<file path="src/rtl/lap_mem_arbiter.sv">
// Single-port lap RAM arbiter: one-entry write buffer, two round-robin read ports
// (display, dump), all RAM controls driven from registers.
module lap_mem_arbiter #(
    parameter int DEPTH = 10,
    parameter int AW    = 4,
    parameter int DW    = 24
) (
    input  logic             clk,
    input  logic             reset,
    input  logic             clr,
    input  logic             wr_req,
    input  logic [AW-1:0]    wr_addr,
    input  logic [DW-1:0]    wr_data,
    input  logic             rd0_req,
    input  logic [AW-1:0]    rd0_addr,
    output logic             rd0_valid,
    output logic [DW-1:0]    rd0_data,
    input  logic             rd1_req,
    input  logic [AW-1:0]    rd1_addr,
    output logic             rd1_valid,
    output logic [DW-1:0]    rd1_data,
    output logic             mem_we,
    output logic             mem_re,
    output logic [AW-1:0]    mem_addr,
    output logic [DW-1:0]    mem_wdata,
    input  logic [DW-1:0]    mem_rdata,
    output logic [DEPTH-1:0] entry_valid,
    output logic             wr_overflow,
    output logic             addr_err,
    output logic [1:0]       dbg_state
);

    typedef enum logic [1:0] {
        IDLE     = 2'd0,
        RD_ISSUE = 2'd1,
        RD_CAPT  = 2'd2
    } state_e;

    localparam logic [AW:0] DEPTH_W = (AW+1)'(DEPTH);

    state_e             state_q;
    logic               buf_full_q;
    logic [AW-1:0]      buf_addr_q;
    logic [DW-1:0]      buf_data_q;
    logic               winner_q;
    logic               winner_err_q;
    logic               last_rd_q;
    logic               mem_we_q;
    logic               mem_re_q;
    logic [AW-1:0]      mem_addr_q;
    logic [DW-1:0]      mem_wdata_q;
    logic               rd0_valid_q;
    logic               rd1_valid_q;
    logic [DW-1:0]      rd0_data_q;
    logic [DW-1:0]      rd1_data_q;
    logic [DEPTH-1:0]   entry_valid_q;
    logic               wr_overflow_q;
    logic               addr_err_q;

    logic               decide;
    logic               rd0_elig;
    logic               rd1_elig;
    logic               grant1;
    logic [AW-1:0]      gnt_addr;
    logic               gnt_ok;
    logic               wr_in_range;
    logic               wr_ok;
    logic               do_write;
    logic               do_read;
    logic               wr_load;
    logic               wr_ovf;
    logic [DW-1:0]      capt_data;

    // Read ports: rdN_req is a level held with a stable address until the one-cycle
    // rdN_valid pulse; a requester is masked while its own read is completing so the
    // still-high request is not granted again before the requester can drop it.
    assign decide   = (state_q == IDLE) || (state_q == RD_CAPT);
    assign rd0_elig = rd0_req && !rd0_valid_q && !((state_q == RD_CAPT) && !winner_q);
    assign rd1_elig = rd1_req && !rd1_valid_q && !((state_q == RD_CAPT) && winner_q);
    assign grant1   = rd1_elig && (!rd0_elig || !last_rd_q);
    assign gnt_addr = grant1 ? rd1_addr : rd0_addr;
    assign gnt_ok   = ({1'b0, gnt_addr} < DEPTH_W);

    assign wr_in_range = ({1'b0, wr_addr} < DEPTH_W);
    assign wr_ok       = wr_req && wr_in_range && !clr;
    assign do_write    = decide && buf_full_q && !clr;
    assign do_read     = decide && !do_write && (rd0_elig || rd1_elig);
    assign wr_load     = wr_ok && (!buf_full_q || do_write);
    assign wr_ovf      = wr_ok && buf_full_q && !do_write;
    assign capt_data   = winner_err_q ? '0 : mem_rdata;

    always_ff @(posedge clk or posedge reset) begin
        if (reset) begin
            state_q       <= IDLE;
            buf_full_q    <= 1'b0;
            buf_addr_q    <= '0;
            buf_data_q    <= '0;
            winner_q      <= 1'b0;
            winner_err_q  <= 1'b0;
            last_rd_q     <= 1'b1;
            mem_we_q      <= 1'b0;
            mem_re_q      <= 1'b0;
            mem_addr_q    <= '0;
            mem_wdata_q   <= '0;
            rd0_valid_q   <= 1'b0;
            rd1_valid_q   <= 1'b0;
            rd0_data_q    <= '0;
            rd1_data_q    <= '0;
            entry_valid_q <= '0;
            wr_overflow_q <= 1'b0;
            addr_err_q    <= 1'b0;
        end else begin
            mem_we_q    <= do_write;
            mem_re_q    <= do_read && gnt_ok;
            rd0_valid_q <= 1'b0;
            rd1_valid_q <= 1'b0;
            addr_err_q  <= (wr_req && !wr_in_range) || (do_read && !gnt_ok);

            if (do_write) begin
                mem_addr_q  <= buf_addr_q;
                mem_wdata_q <= buf_data_q;
            end else if (do_read && gnt_ok) begin
                mem_addr_q  <= gnt_addr;
            end

            // Out-of-range reads still walk RD_ISSUE/RD_CAPT and answer with zero.
            if (state_q == RD_CAPT) begin
                if (winner_q) begin
                    rd1_valid_q <= 1'b1;
                    rd1_data_q  <= capt_data;
                end else begin
                    rd0_valid_q <= 1'b1;
                    rd0_data_q  <= capt_data;
                end
            end

            case (state_q)
                IDLE, RD_CAPT: begin
                    if (do_read) begin
                        state_q      <= RD_ISSUE;
                        winner_q     <= grant1;
                        winner_err_q <= !gnt_ok;
                        last_rd_q    <= grant1;
                    end else begin
                        state_q      <= IDLE;
                    end
                end
                RD_ISSUE: state_q <= RD_CAPT;
                default:  state_q <= IDLE;
            endcase

            if (clr) begin
                buf_full_q <= 1'b0;
            end else if (wr_load) begin
                buf_full_q <= 1'b1;
                buf_addr_q <= wr_addr;
                buf_data_q <= wr_data;
            end else if (do_write) begin
                buf_full_q <= 1'b0;
            end

            if (clr) begin
                entry_valid_q <= '0;
            end else begin
                for (int i = 0; i < DEPTH; i++) begin
                    if (do_write && (buf_addr_q == AW'(i))) begin
                        entry_valid_q[i] <= 1'b1;
                    end
                end
            end

            if (clr) begin
                wr_overflow_q <= 1'b0;
            end else if (wr_ovf) begin
                wr_overflow_q <= 1'b1;
            end
        end
    end

    assign rd0_valid   = rd0_valid_q;
    assign rd0_data    = rd0_data_q;
    assign rd1_valid   = rd1_valid_q;
    assign rd1_data    = rd1_data_q;
    assign mem_we      = mem_we_q;
    assign mem_re      = mem_re_q;
    assign mem_addr    = mem_addr_q;
    assign mem_wdata   = mem_wdata_q;
    assign entry_valid = entry_valid_q;
    assign wr_overflow = wr_overflow_q;
    assign addr_err    = addr_err_q;
    assign dbg_state   = state_q;

endmodule

</file>
<file path="config.mk">
export PLATFORM = sky130hd
export DESIGN_NAME = lap_mem_arbiter
export DESIGN_NICKNAME = d
export VERILOG_FILES = /design/src/rtl/lap_mem_arbiter.sv
export SDC_FILE = /design/constraint.sdc
export NUM_CORES = 1
export LEC_CHECK = 0
export ABC_AREA = 1
export BUFFER_PORTS_ARGS = -buffer_cell sky130_fd_sc_hd__buf_2
export CORE_ASPECT_RATIO = 2
export CORE_MARGIN = 8
export CORE_UTILIZATION = 25
export CTS_BUF_LIST = sky130_fd_sc_hd__clkbuf_8 sky130_fd_sc_hd__clkbuf_16
export CTS_CLUSTER_SIZE = 24
export DETAILED_ROUTE_END_ITERATION = 8
export MAX_ROUTING_LAYER = met4
export PLACE_DENSITY = 0.48
export SLEW_MARGIN = 40
export SYNTH_ARGS = -nofsm -noshare
export SYNTH_HDL_FRONTEND = slang
export SYNTH_SLANG_ARGS = --single-unit
</file>
<file path="constraint.sdc">
create_clock -name clk -period 8.1 [get_ports clk]
set_clock_uncertainty 0.2 [all_clocks]
set_input_delay 0.405 -clock clk [delete_from_list [all_inputs] [get_ports clk]]
set_output_delay 0.405 -clock clk [all_outputs]
set_load 0.02 [all_outputs]
</file>
# --- Yosys cells after proc, flatten, opt, wreduce, memory -nomap -nowiden ---
# Index checks and enable logic that the tools add are counted.
classes:
  eq_ne: 11
  mux: 26
  n_shift: 0
  n_mul: 0
  add_sub_neg: 0
  reduce_logical: 66
  bitwise: 2
  n_lt_le_gt_ge: 2
  div_mod_pow: 0
ops:
  columns: ["operator", "count"]
  rows:
  - ["1-bit logical AND", 29]
  - ["24-bit 2-to-1 mux", 1]
  - ["2-bit nonzero test", 12]
  - ["1-bit 2-to-1 mux", 20]
  - ["4-bit by 3-bit equality test with 1-bit output, second input constant", 4]
  - ["1-bit logical NOT", 12]
  - ["4-bit 2-to-1 mux", 3]
  - ["10-bit 2-to-1 mux", 1]
  - ["4-bit by 2-bit equality test with 1-bit output, second input constant", 2]
  - ["4-bit equality test, second input constant", 2]
  - ["4-bit less-than comparator, second input constant", 2]
  - ["2-bit AND reduction", 4]
  - ["1-bit logical OR", 5]
  - ["4-bit by 1-bit equality test with 1-bit output, second input constant", 1]
  - ["4-bit logical NOT", 1]
  - ["2-bit one-hot mux with 2 select lines", 1]
  - ["3-bit nonzero test", 1]
  - ["2-bit by 1-bit equality test with 1-bit output, second input constant", 1]
  - ["2-bit equality test, second input constant", 1]
  - ["2-bit logical NOT", 1]
  - ["1-bit inverter", 2]
  - ["2-bit OR reduction", 1]
totals:
  ram_bits: 0
  regBits: 126
  out_inout_bits: 94
  rom_bits: 0
  in_bits: 66
  memories: 0
  latch_bits: 0

# --- Logic depth before layout (Yosys ltp) ---
depth:
  depth_word: 12
  ltp_mapped: 13

# --- Worst setup path after synthesis ---
# No wires, ideal clock.
synth_timing:
  kind: "register to register"
  startpoint: "reg state_q[0] (netlist: dbg_state[0])"
  endpoint: "reg mem_addr_q[0] (netlist: mem_addr[0])"
  slack_ns: 6.393
  t_arrival_ns: 1.390
  path_stages_with_launch: 13
  synth_period_minus_slack_ns: 1.707
  cell_sequence: "dfrtp_1 -> inv_2 -> nand3_2 -> nand3_2 -> nand2_4 -> nand2_1 -> nand2_1 -> nand2_1 -> nand2_2 -> nand2_4 -> nand2_4 -> nand2_1 -> nand2_1"
synth_via:
  elab_chain_cells: 11
  word_cells_on_any_way: 24
  cone_classes: "1 x order compare; 1 x eq/ne; 3 x mux; 19 x reduce/logical"
synth_lines:
  columns: ["element", "line", "rtl"]
  rows:
  - ["start, declared", "41", "state_e state_q;"]
  - ["start signal, assigned", "94", "state_q <= IDLE;"]
  - ["start signal, assigned", "140", "state_q <= RD_ISSUE;"]
  - ["start signal, assigned", "145", "state_q <= IDLE;"]
  - ["2-bit equality test", "77, 78, 79", null]
  - ["1-bit logical AND", "78", "assign rd0_elig = rd0_req && !rd0_valid_q && !((state_q == RD_CAPT) && !winner_q);"]
  - ["1-bit logical NOT", "78", null]
  - ["1-bit logical AND", "78", null]
  - ["1-bit logical NOT", "80", "assign grant1 = rd1_elig && (!rd0_elig || !last_rd_q);"]
  - ["1-bit logical OR", "80", null]
  - ["1-bit logical AND", "80", null]
  - ["4-bit 2-to-1 mux", "81", "assign gnt_addr = grant1 ? rd1_addr : rd0_addr;"]
  - ["4-bit less-than comparator", "82", "assign gnt_ok = ({1'b0, gnt_addr} < DEPTH_W);"]
  - ["1-bit logical AND", "122", "end else if (do_read && gnt_ok) begin"]
  - ["2-bit nonzero test (no source line)", null, null]
  - ["end signal, assigned", "120", "mem_addr_q <= buf_addr_q;"]
  - ["end signal, assigned", "123", "mem_addr_q <= gnt_addr;"]
  - ["end, declared", "50", "logic [AW-1:0] mem_addr_q;"]
# Several ways; a longest one is shown, not always the timed one. The select of a mux whose other input is x is not followed.
# A chain may end at the register's enable or synchronous reset.

# --- Worst setup path after layout ---
layout_timing:
  startpoint: "reg state_q[0] (netlist: dbg_state[0])"
  endpoint: "reg mem_addr_q[2] (netlist: mem_addr[2])"
# Same word-level chain as after synthesis.

==> impl_metrics.env <==
export IMPL_start_kind="flop"
export IMPL_post_cts_buffers=0
export IMPL_max_cap_viol_count=0
export IMPL_die_w_um=117
export IMPL_cp_slowest_cell="inv_2"
export IMPL_grt_pass1_vias=4335
export IMPL_r2r_end="mem_addr[2]"
export IMPL_routed_wl_um=15300
export IMPL_timing_rr_start="dbg_state[0]"
export IMPL_grt_overflow=0
export IMPL_p_per_area_nw_per_um2=389
export IMPL_stdcell_count=1016
export IMPL_worstSetupPathType="reg -> reg"
export IMPL_placedCellCount=969
export IMPL_post_drt_wl_per_cell_um=15.1
export IMPL_seqCellArea_sq_um=3160
export IMPL_cts_htree_levels=4
export IMPL_min_to="buf_data_q[8]"
export IMPL_cts_tree="done"
export IMPL_fin_area_sq_um=6950
export IMPL_final_util_pct=34.3
export IMPL_grt_first_pass_wirelength_um=24200
export IMPL_synth_area_leaders="dfrtp_1, nand2_1, inv_1"
export IMPL_num_rows=74
export IMPL_grtUsageTotal_pct=13.1
export IMPL_cts_buffer_depth=2
export IMPL_fill_cells=2173
export IMPL_place_congestion=0.791
export IMPL_critPathMaxFanout=40
export IMPL_hp_start="wr_data[8]"
export IMPL_max_stage_delay_ns=0.59
export IMPL_grt_setup_unrepaired="no"
export IMPL_tightest_slew_ns=0.737
export IMPL_hp_class="in -> reg"
export IMPL_worst_setup_path_end_kind="flop"
export IMPL_core_area_sq_um=20300
export IMPL_fmax_ghz=0.413
export IMPL_multi_input_area_sq_um=1650
export IMPL_clock_latency_ns=0.42
export IMPL_vias_per_cell=4.04
export IMPL_final_hold_viol_count=0
export IMPL_slew_limit_headroom_pct=50.8
export IMPL_yosys_warnings=0
export IMPL_cts_root_buf="clkbuf_16"
export IMPL_p_leak_nw=3.85
export IMPL_cts_resized=0
export IMPL_vias=4103
export IMPL_area_growth_pct=36.0
export IMPL_status="completed"
export IMPL_initialDrtViolationCount=168
export IMPL_netlist_area_sq_um=5110
export IMPL_setup_viol=0
export IMPL_layout_min_cycle_time_ns=2.42
export IMPL_slew_violations=0
export IMPL_yosysTopAreaCellShare_pct=61.2
export IMPL_num_nets_final=801
export IMPL_ant_nets=0
export IMPL_worstPathCellList="inv_2, nand2_1, nor2_2, buf_4, inv_2, nand3_1, inv_2, nand2_4, nand2_4, nand2_1, nand2_1"
export IMPL_startpoint="dbg_state[0]"
export IMPL_r2r_slack_ns=5.68
export IMPL_yosys_area_top_type="dfrtp_1"
export IMPL_post_dp_cell_area_sq_um=6180
export IMPL_cts_sinks=126
export IMPL_syn_nets=629
export IMPL_synth_seq_area_share_pct=61.8
export IMPL_grt_max_degree=77
export IMPL_ios=160
export IMPL_hpwl_um=10800
export IMPL_avgSynthCellArea_sq_um=9.07
export IMPL_fin_tns_setup_ns=0
export IMPL_firstDrtPassIters=4
export IMPL_antenna_found_initial=2
export IMPL_ff2ff_path_depth=11
export IMPL_clk_pin_slew_worst_paths_ns=0.06
export IMPL_critPathRequiredTime_ns=8.25
export IMPL_syn_inst=563
export IMPL_vdd_ir_drop_max_mv=0.130
export IMPL_ys_types=23
export IMPL_drive_gt1_share_pct=30.7
export IMPL_die_y_um=218
export IMPL_fin_crit_sh_pct=29.9
export IMPL_worstPathArrival_ns=2.57
export IMPL_dieArea_sq_um=25500
export IMPL_drc_errors=0
export IMPL_numCtsBuffers=17
export IMPL_min_path_cells=2
export IMPL_synth_seq_cells=126
export IMPL_start_util_pct=25.2
export IMPL_io_buffers=159
worst max path at each step:
stage | slack [ns] | cells past startpoint | endpoint
floorplan | 4.14 | 1 | addr_err
global placement | 5.58 | 10 | mem_addr[2]
detailed placement | 5.52 | 10 | mem_addr[2]
CTS | 5.62 | 11 | mem_addr[2]
global route | 5.43 | 11 | mem_addr[2]
finish | 5.68 | 11 | mem_addr[2]
power breakdown:
group / switching, mW / internal [mW] / leakage (nW)
combinational: 0.601 / 0.287 / 1.97
sequential: 0.158 / 0.862 / 1.58
clock: 0.292 / 0.501 / 0.299
registers in the layout, indices dropped and copies added (netlist names):
signal and cells:
rd0_data 24, rd1_valid 1, last_rd_q 1, mem_re 1
buf_data_q 24, winner_q 1, winner_err_q 1, rd1_data 24
mem_we 1, addr_err 1, dbg_state 2, buf_full_q 1
mem_addr 4, rd0_valid 1, entry_valid 10, mem_wdata 24
wr_overflow 1, buf_addr_q 4
logic make-up after synthesis:
logic type	Yosys count	synth area share (%)
AO/OA/AOI/OAI	22	2.28
AND/OR/NAND/NOR	313	24.5
buffers and inverters	77	5.93
multiplexers	25	5.51
flip-flops	126	61.8
per-stage QoR:
stage / total power [mW] / hold WS, ns / worst slack [ns]
2_1_floorplan: 1.56 / 0.244 / 4.14
3_3_place_gp: 1.93 / 0.250 / 5.58
3_5_place_dp: 1.94 / 0.256 / 5.52
4_1_cts: 2.75 / 0.00181 / 5.62
5_1_grt: 2.88 / 0.0171 / 5.43
6_report: 2.70 / 0.0208 / 5.68
cells in the mapped netlist, drive strengths merged:
cell type / number
nor3: 2
nand3: 15
a31oi: 1
nor2: 36
nand3b: 1
o22ai: 4
dfstp: 1
dfrtp: 125
mux2: 25
o21ai: 13
inv: 54
clkbuf: 12
buf: 11
a21oi: 4
nand2: 259
repair_timing:
action,CTS,global route
hold buffers,12,0
endpoints found under the hold margin,61,0
endpoints found under the setup margin,0,0
metal layers:
metal | share of wire (%) | global-route usage, % | up-vias
li1 | - | - | 2055
met3 | 4.8 | 3.01 | 19
met4 | 2.5 | 5.97 | 0
met2 | 54 | 22.0 | 107
met5 | 0 | - | -
met1 | 39 | 14.2 | 1922
cell type report:
cell class                 instances  share of cell area [%]
antenna                            2                  0.0721
clock inverter                    13                    2.36
timing repair buffer             176                    14.1
sequential                       126                    45.4
inverter                          54                    2.95
multi-input combinational        360                    23.8
clock buffer                      19                    6.52
tap                              266                    4.79
cells in the final DEF (no fill, tap or decap), types with 2 or more instances in the layout:
master / count
mux2_2: 12
clkbuf_16: 17
inv_2: 7
buf_4: 3
clkinvlp_4: 2
clkbuf_8: 2
nor2_1: 34
clkinv_2: 3
inv_1: 46
nand2_1: 253
mux2_1: 13
dlygate4sd3_1: 12
buf_2: 159
o21ai_0: 12
nand2_4: 3
dfrtp_1: 124
nand2_2: 3
nor2_2: 2
bufinv_16: 3
nand3_2: 3
clkinv_4: 4
a21oi_1: 4
o22ai_1: 4
nand3_1: 12
diode_2: 2
critical path, delay by kind of cell (launching register included):
kind | cells | cell delay (ns)
DFF | 1 | 0.38
buffers and inverters | 4 | 1.07
and+or+nand+nor | 7 | 0.67
Note: power is estimated with default switching activity, not from simulation.
